File: src/rtl/wb_forward_buffer_pkg.sv
// Shared defaults and helpers for the write-back forwarding buffer.
package wb_forward_buffer_pkg;
    localparam int D_SIZE_DEF = 32;
    localparam int REG_AW_DEF = 3;
    localparam int DEPTH_DEF  = 4;

    // Pointer width for a power-of-two queue, never below 1 bit.
    function automatic int ptr_w(input int depth);
        return (depth > 1) ? $clog2(depth) : 1;
    endfunction
endpackage

File: src/rtl/wb_forward_buffer_if.sv
// Bus bundle between exec producer, regfile write port, READ stage and the buffer.
interface wb_forward_buffer_if
    import wb_forward_buffer_pkg::*;
#(
    parameter int D_SIZE = D_SIZE_DEF,
    parameter int REG_AW = REG_AW_DEF
);
    logic              wb_valid;
    logic [REG_AW-1:0] wb_dest;
    logic [D_SIZE-1:0] wb_data;
    logic              wb_ready;
    logic              rf_we;
    logic [REG_AW-1:0] rf_addr;
    logic [D_SIZE-1:0] rf_data;
    logic              rf_ready;
    logic [REG_AW-1:0] rd_addr1;
    logic [REG_AW-1:0] rd_addr2;
    logic              fwd_hit1;
    logic [D_SIZE-1:0] fwd_data1;
    logic              fwd_hit2;
    logic [D_SIZE-1:0] fwd_data2;

    modport slave (
        input  wb_valid, wb_dest, wb_data, rf_ready, rd_addr1, rd_addr2,
        output wb_ready, rf_we, rf_addr, rf_data, fwd_hit1, fwd_data1, fwd_hit2, fwd_data2
    );

    modport master (
        output wb_valid, wb_dest, wb_data, rf_ready, rd_addr1, rd_addr2,
        input  wb_ready, rf_we, rf_addr, rf_data, fwd_hit1, fwd_data1, fwd_hit2, fwd_data2
    );
endinterface

File: src/rtl/wbfb_lookup.sv
// Associative priority search: incoming result first, then queue entries newest to oldest.
module wbfb_lookup
    import wb_forward_buffer_pkg::*;
#(
    parameter int D_SIZE = D_SIZE_DEF,
    parameter int REG_AW = REG_AW_DEF,
    parameter int DEPTH  = DEPTH_DEF
)(
    input  logic [DEPTH-1:0][REG_AW-1:0] ent_dest,
    input  logic [DEPTH-1:0][D_SIZE-1:0] ent_data,
    input  logic [DEPTH-1:0]             ent_vld,
    input  logic [ptr_w(DEPTH)-1:0]      tail,
    input  logic                         in_vld,
    input  logic [REG_AW-1:0]            in_dest,
    input  logic [D_SIZE-1:0]            in_data,
    input  logic [REG_AW-1:0]            query,
    output logic                         hit,
    output logic [D_SIZE-1:0]            data
);
    localparam int PW = ptr_w(DEPTH);

    logic [PW-1:0] idx;

    // Walk oldest (tail-DEPTH) to newest (tail-1) so later matches overwrite
    // earlier ones; invalid slots are skipped, so a partly filled queue works.
    always_comb begin
        hit  = 1'b0;
        data = '0;
        idx  = '0;
        for (int i = DEPTH; i >= 1; i--) begin
            idx = tail - PW'(i);
            if (ent_vld[idx] && ent_dest[idx] == query) begin
                hit  = 1'b1;
                data = ent_data[idx];
            end
        end
        if (in_vld && in_dest == query) begin
            hit  = 1'b1;
            data = in_data;
        end
    end
endmodule

File: src/rtl/wb_forward_buffer.sv
// Write-back FIFO to the regfile with two forwarding lookup ports for the READ stage.
module wb_forward_buffer
    import wb_forward_buffer_pkg::*;
#(
    parameter int D_SIZE = D_SIZE_DEF,
    parameter int REG_AW = REG_AW_DEF,
    parameter int DEPTH  = DEPTH_DEF
)(
    input  logic                clk,
    input  logic                rst,
    wb_forward_buffer_if.slave  bus
);
    localparam int PW = ptr_w(DEPTH);

    logic [DEPTH-1:0][REG_AW-1:0] ent_dest;
    logic [DEPTH-1:0][D_SIZE-1:0] ent_data;
    logic [DEPTH-1:0]             ent_vld;
    logic [PW-1:0]                head, tail;
    logic [PW:0]                  count;
    logic                         rf_we, wb_ready, push, pop;

    assign rf_we    = (count != '0);
    assign pop      = rf_we & bus.rf_ready;
    // A full queue still takes a result when the head drains in the same cycle.
    assign wb_ready = (count < (PW+1)'(DEPTH)) | pop;
    assign push     = bus.wb_valid & wb_ready;

    assign bus.rf_we    = rf_we;
    assign bus.wb_ready = wb_ready;
    assign bus.rf_addr  = ent_dest[head];
    assign bus.rf_data  = ent_data[head];

    always_ff @(posedge clk) begin
        if (rst) begin
            head    <= '0;
            tail    <= '0;
            count   <= '0;
            ent_vld <= '0;
        end else begin
            if (pop) begin
                ent_vld[head] <= 1'b0;
                head          <= head + PW'(1);
            end
            // Placed after the pop so a full push+pop on the same slot leaves it valid.
            if (push) begin
                ent_vld[tail]  <= 1'b1;
                ent_dest[tail] <= bus.wb_dest;
                ent_data[tail] <= bus.wb_data;
                tail           <= tail + PW'(1);
            end
            case ({push, pop})
                2'b10:   count <= count + (PW+1)'(1);
                2'b01:   count <= count - (PW+1)'(1);
                default: count <= count;
            endcase
        end
    end

    logic [1:0][REG_AW-1:0] query;
    logic [1:0]             hit;
    logic [1:0][D_SIZE-1:0] fdata;

    assign query = {bus.rd_addr2, bus.rd_addr1};

    for (genvar p = 0; p < 2; p++) begin : g_port
        wbfb_lookup #(.D_SIZE(D_SIZE), .REG_AW(REG_AW), .DEPTH(DEPTH)) u_lookup (
            .ent_dest (ent_dest),
            .ent_data (ent_data),
            .ent_vld  (ent_vld),
            .tail     (tail),
            .in_vld   (push),
            .in_dest  (bus.wb_dest),
            .in_data  (bus.wb_data),
            .query    (query[p]),
            .hit      (hit[p]),
            .data     (fdata[p])
        );
    end

    assign bus.fwd_hit1  = hit[0];
    assign bus.fwd_data1 = fdata[0];
    assign bus.fwd_hit2  = hit[1];
    assign bus.fwd_data2 = fdata[1];
endmodule
File: src/flat_wrapper.sv
// flat-port wrapper written by rule: the top's interface ports become plain ports
module wb_forward_buffer_flat import wb_forward_buffer_pkg::*;
#(
    parameter int D_SIZE = D_SIZE_DEF,
    parameter int REG_AW = REG_AW_DEF,
    parameter int DEPTH  = DEPTH_DEF
)
  (clk, rst, bus_wb_valid, bus_wb_dest, bus_wb_data, bus_rf_ready, bus_rd_addr1, bus_rd_addr2, bus_wb_ready, bus_rf_we, bus_rf_addr, bus_rf_data, bus_fwd_hit1, bus_fwd_data1, bus_fwd_hit2, bus_fwd_data2);
  wb_forward_buffer_if #(.D_SIZE(D_SIZE), .REG_AW(REG_AW)) bus_i ();
  input  logic clk;
  input  logic rst;
  input wire logic [$bits(bus_i.wb_valid)-1:0] bus_wb_valid;
  input wire logic [$bits(bus_i.wb_dest)-1:0] bus_wb_dest;
  input wire logic [$bits(bus_i.wb_data)-1:0] bus_wb_data;
  input wire logic [$bits(bus_i.rf_ready)-1:0] bus_rf_ready;
  input wire logic [$bits(bus_i.rd_addr1)-1:0] bus_rd_addr1;
  input wire logic [$bits(bus_i.rd_addr2)-1:0] bus_rd_addr2;
  output wire logic [$bits(bus_i.wb_ready)-1:0] bus_wb_ready;
  output wire logic [$bits(bus_i.rf_we)-1:0] bus_rf_we;
  output wire logic [$bits(bus_i.rf_addr)-1:0] bus_rf_addr;
  output wire logic [$bits(bus_i.rf_data)-1:0] bus_rf_data;
  output wire logic [$bits(bus_i.fwd_hit1)-1:0] bus_fwd_hit1;
  output wire logic [$bits(bus_i.fwd_data1)-1:0] bus_fwd_data1;
  output wire logic [$bits(bus_i.fwd_hit2)-1:0] bus_fwd_hit2;
  output wire logic [$bits(bus_i.fwd_data2)-1:0] bus_fwd_data2;
  assign bus_i.wb_valid = bus_wb_valid;
  assign bus_i.wb_dest = bus_wb_dest;
  assign bus_i.wb_data = bus_wb_data;
  assign bus_i.rf_ready = bus_rf_ready;
  assign bus_i.rd_addr1 = bus_rd_addr1;
  assign bus_i.rd_addr2 = bus_rd_addr2;
  assign bus_wb_ready = bus_i.wb_ready;
  assign bus_rf_we = bus_i.rf_we;
  assign bus_rf_addr = bus_i.rf_addr;
  assign bus_rf_data = bus_i.rf_data;
  assign bus_fwd_hit1 = bus_i.fwd_hit1;
  assign bus_fwd_data1 = bus_i.fwd_data1;
  assign bus_fwd_hit2 = bus_i.fwd_hit2;
  assign bus_fwd_data2 = bus_i.fwd_data2;
  wb_forward_buffer #(.D_SIZE(D_SIZE), .REG_AW(REG_AW), .DEPTH(DEPTH)) u_core (.clk(clk), .rst(rst), .bus(bus_i));
endmodule
File: config.mk
export PLATFORM = sky130hd
export DESIGN_NAME = wb_forward_buffer_flat
export DESIGN_NICKNAME = d
export VERILOG_FILES = /design/src/rtl/wb_forward_buffer_pkg.sv /design/src/rtl/wb_forward_buffer_if.sv /design/src/rtl/wbfb_lookup.sv /design/src/rtl/wb_forward_buffer.sv /design/src/flat_wrapper.sv
export SDC_FILE = /design/constraint.sdc
export NUM_CORES = 1
export LEC_CHECK = 0
export CORE_ASPECT_RATIO = 1.25
export CORE_MARGIN = 2
export CORE_UTILIZATION = 45
export DETAILED_ROUTE_END_ITERATION = 6
export HOLD_SLACK_MARGIN = 0.02
export PLACE_DENSITY = 0.72
export SLEW_MARGIN = 0
export SYNTH_ARGS = -nofsm -noshare
export SYNTH_HDL_FRONTEND = slang
export SYNTH_SLANG_ARGS = --single-unit
File: constraint.sdc
create_clock -name clk -period 6.1 [get_ports clk]
set_input_delay 1.22 -clock clk [delete_from_list [all_inputs] [get_ports clk]]
set_output_delay 1.22 -clock clk [all_outputs]
set_load 0.02 [all_outputs]
==> metrics <==
Post-synth EDFFs=140; final setup violation count=0; Worst Path Max Fanout=32; DRT iter0 DRCs=around 1100; Max-Cap Viols=0; Hold Fails Final Rpt=0; post-CTS setup repair buffer count=0; Cell Count, Final, Fillers Out=approximately 1600; area delta synth->final=19.5%; global-route wire length before repair=56.7 mm; outcome=finished clean; Pleak=4.35 nW; vias in the first global route=10200; r2r setup slk=just under 3000 ps; PD cells=roughly 300 nW/µm²; CTS tree=yes; Placed Area=~13000 µm²; CTS HTree Levels=4; CP required=4880 ps; Cells after Synth=around 1200; syn_area_per_cell=10.1 µm²; Post-Synthesis Cell Area=about 12000 µm²; Die Ht=between 150 and 200 µm; wire length per cell=23.7 µm; pre-CTS WS=457 ps; residual DRC count=0; via count=10500; RSZ-0062 raised after global routing=no; Final HPWL DP=23.8 mm; Setup WS post-layout=115 ps; nets@finish=1279; Initial Util=45.8%; initial antenna violation count=0; Site Rows=65; die area=27000 µm²; Core Region=25300 µm²; clock tree buffer depth=2; Max VDD drop=258 µV; yosys warns=0; fmax=167 MHz; critical path class=reg -> out; Overflow after GRT=0; Final Wtd Congestion=0.900; Clock Latency Late Sink=420 ps; Tot Pwr=0.00426 W; Inserted Clock Buffers=17; total wire length=around 37 mm; Die X=147 µm; Yosys cell types=a little over 40; Primary FF master, synth=edfxtp_1; layout cells sized above 1=17.7%; cell total after placement=1540; largest net degree at the start of global routing=75; syn_nets=about 1200; ant diodes=0; GRT Overall Usage=between 20% and 30%; worst-margin pin slew=roughly 1100 ps; root buffer cell=clkbuf_16; router iterations before antenna repair=5; Final Critical Period=5990 ps; setup TNS=0 ps; post-layout instance area=about 14000 µm²; synthesis-stage register bit count=151; Synth async-reset ratio=0%; slew margin rel.=23.9%; Clock Sinks=151; register area share after synthesis=38.2%; Vias/cell=6.65; max-slew violations=0; Worst-path clk slew=60 ps; Layout Skew=7.85 ps; crit share post-route=98.1%; post-route ant nets=0; io pins=roughly 150; Worst Setup Start Kind=register; Min-Delay Path Class=reg -> reg; critical path endpoint category=primary output; Hold-fix buffers, CTS=0; Crit path arrival time=4770 ps; port bufs=roughly 150
[state kept, by name, indices dropped and copies added (netlist names)]
register / count
u_core.ent_data: 128
u_core.head: 2
u_core.ent_vld: 4
u_core.tail: 2
u_core.count: 3
u_core.ent_dest: 12
[placed cells by master (no fill, tap or decap), types with 17 or more instances in the layout]
master	Yosys	routed
a21oi_1	97	97
a22oi_1	35	35
a31oi_1	63	63
buf_4	1	31
clkbuf_16	0	17
clkdlybuf4s50_1	0	147
edfxtp_1	140	140
mux2_2	64	64
mux2i_1	72	72
mux4_2	45	45
nand2_1	71	71
nand3_1	31	31
nor2_1	138	138
o21ai_0	37	37
o221a_2	33	33
o221ai_1	31	31
o41ai_1	31	31
or3_1	35	35
xnor2_1	27	27
[timing repair]
item | in CTS | in global routing
gates resized for setup | 1 | 1
hold endpoints to repair | 0 | 0
setup endpoints to repair | 2 | 58
[path summary, 6_finish.rpt]
check	cells past startpoint	start	end
worst min-delay path	2	u_core.count[2]$_SDFFE_PP0P_	u_core.count[2]$_SDFFE_PP0P_
worst min register to register	2	u_core.count[2]$_SDFFE_PP0P_	u_core.count[2]$_SDFFE_PP0P_
worst max register to register	5	u_core.tail[1]$_SDFFE_PP0P_	u_core.ent_data[68]$_DFFE_PP_
worst max-delay path	9	u_core.tail[0]$_SDFFE_PP0P_	bus_fwd_data1[20]
[cells in the mapped netlist, types with 35 or more instances]
master	instances	area (µm²)
clkbuf_1	91	342
edfxtp_1	140	4200
nor2_1	138	518
mux2_2	64	721
mux4_2	45	1010
mux2i_1	72	721
or3_1	35	219
a22oi_1	35	263
nand2_1	71	267
o21ai_0	37	185
a21oi_1	97	485
a31oi_1	63	394
[per-layer routing]
layer	part of all wire (%)	wire length, µm	up-vias	global-route usage [%]
met2	49	18300	642	45.2
li1	-	-	4675	-
met5	0	0	-	0
met4	4.5	1670	0	17.0
met3	8.7	3260	136	4.45
met1	38	14100	5000	32.7
[through the flow]
stage / hold slack (ps) / utilization (%)
floorplan: 467 / -
global placement: 490 / 52.5
detailed placement: 501 / 52.5
CTS: 509 / 54.7
global route: 565 / 54.7
finish: 508 / 54.7
[area by class of cell]
class	instances	area [µm²]
fill	2158	11500
multi-input combinational	864	6650
sequential	151	4430
timing repair buffer	181	1760
clock buffer	18	429
tap	335	419
clock inverter	13	109
inverter	9	33.8
[cells by family (layout without fill, tap and decap cells)]
family | after synthesis | in the layout | share of synthesized area (%)
flops | 151 | 151 | 38.2
fa+ha+maj | 10 | 10 | 1.15
compound gates | 331 | 331 | 19.6
mux | 185 | 185 | 22.1
simple gates | 304 | 304 | 11.7
buf+inv | 135 | 221 | 4.63
xor+xnor | 34 | 34 | 2.57
[critical path, cell delays in order (launching register included)]
cell	delay, ps
dfxtp_4	540
inv_1	150
ha_4	430
mux4_1	640
xnor2_1	160
and4_1	220
or4_4	790
or3_1	430
a31oi_1	300
clkdlybuf4s50_1	670
[where the power goes]
part	total, W	internal, W	switching [W]	leakage [nW]
Combinational	0.00201	0.000859	0.00115	2.73
Clock	0.000974	0.000555	0.000420	0.253
Sequential	0.00127	0.00120	0.0000790	1.36
Total	0.00426	0.00261	0.00165	4.35
(Power assumes the default switching activity.)
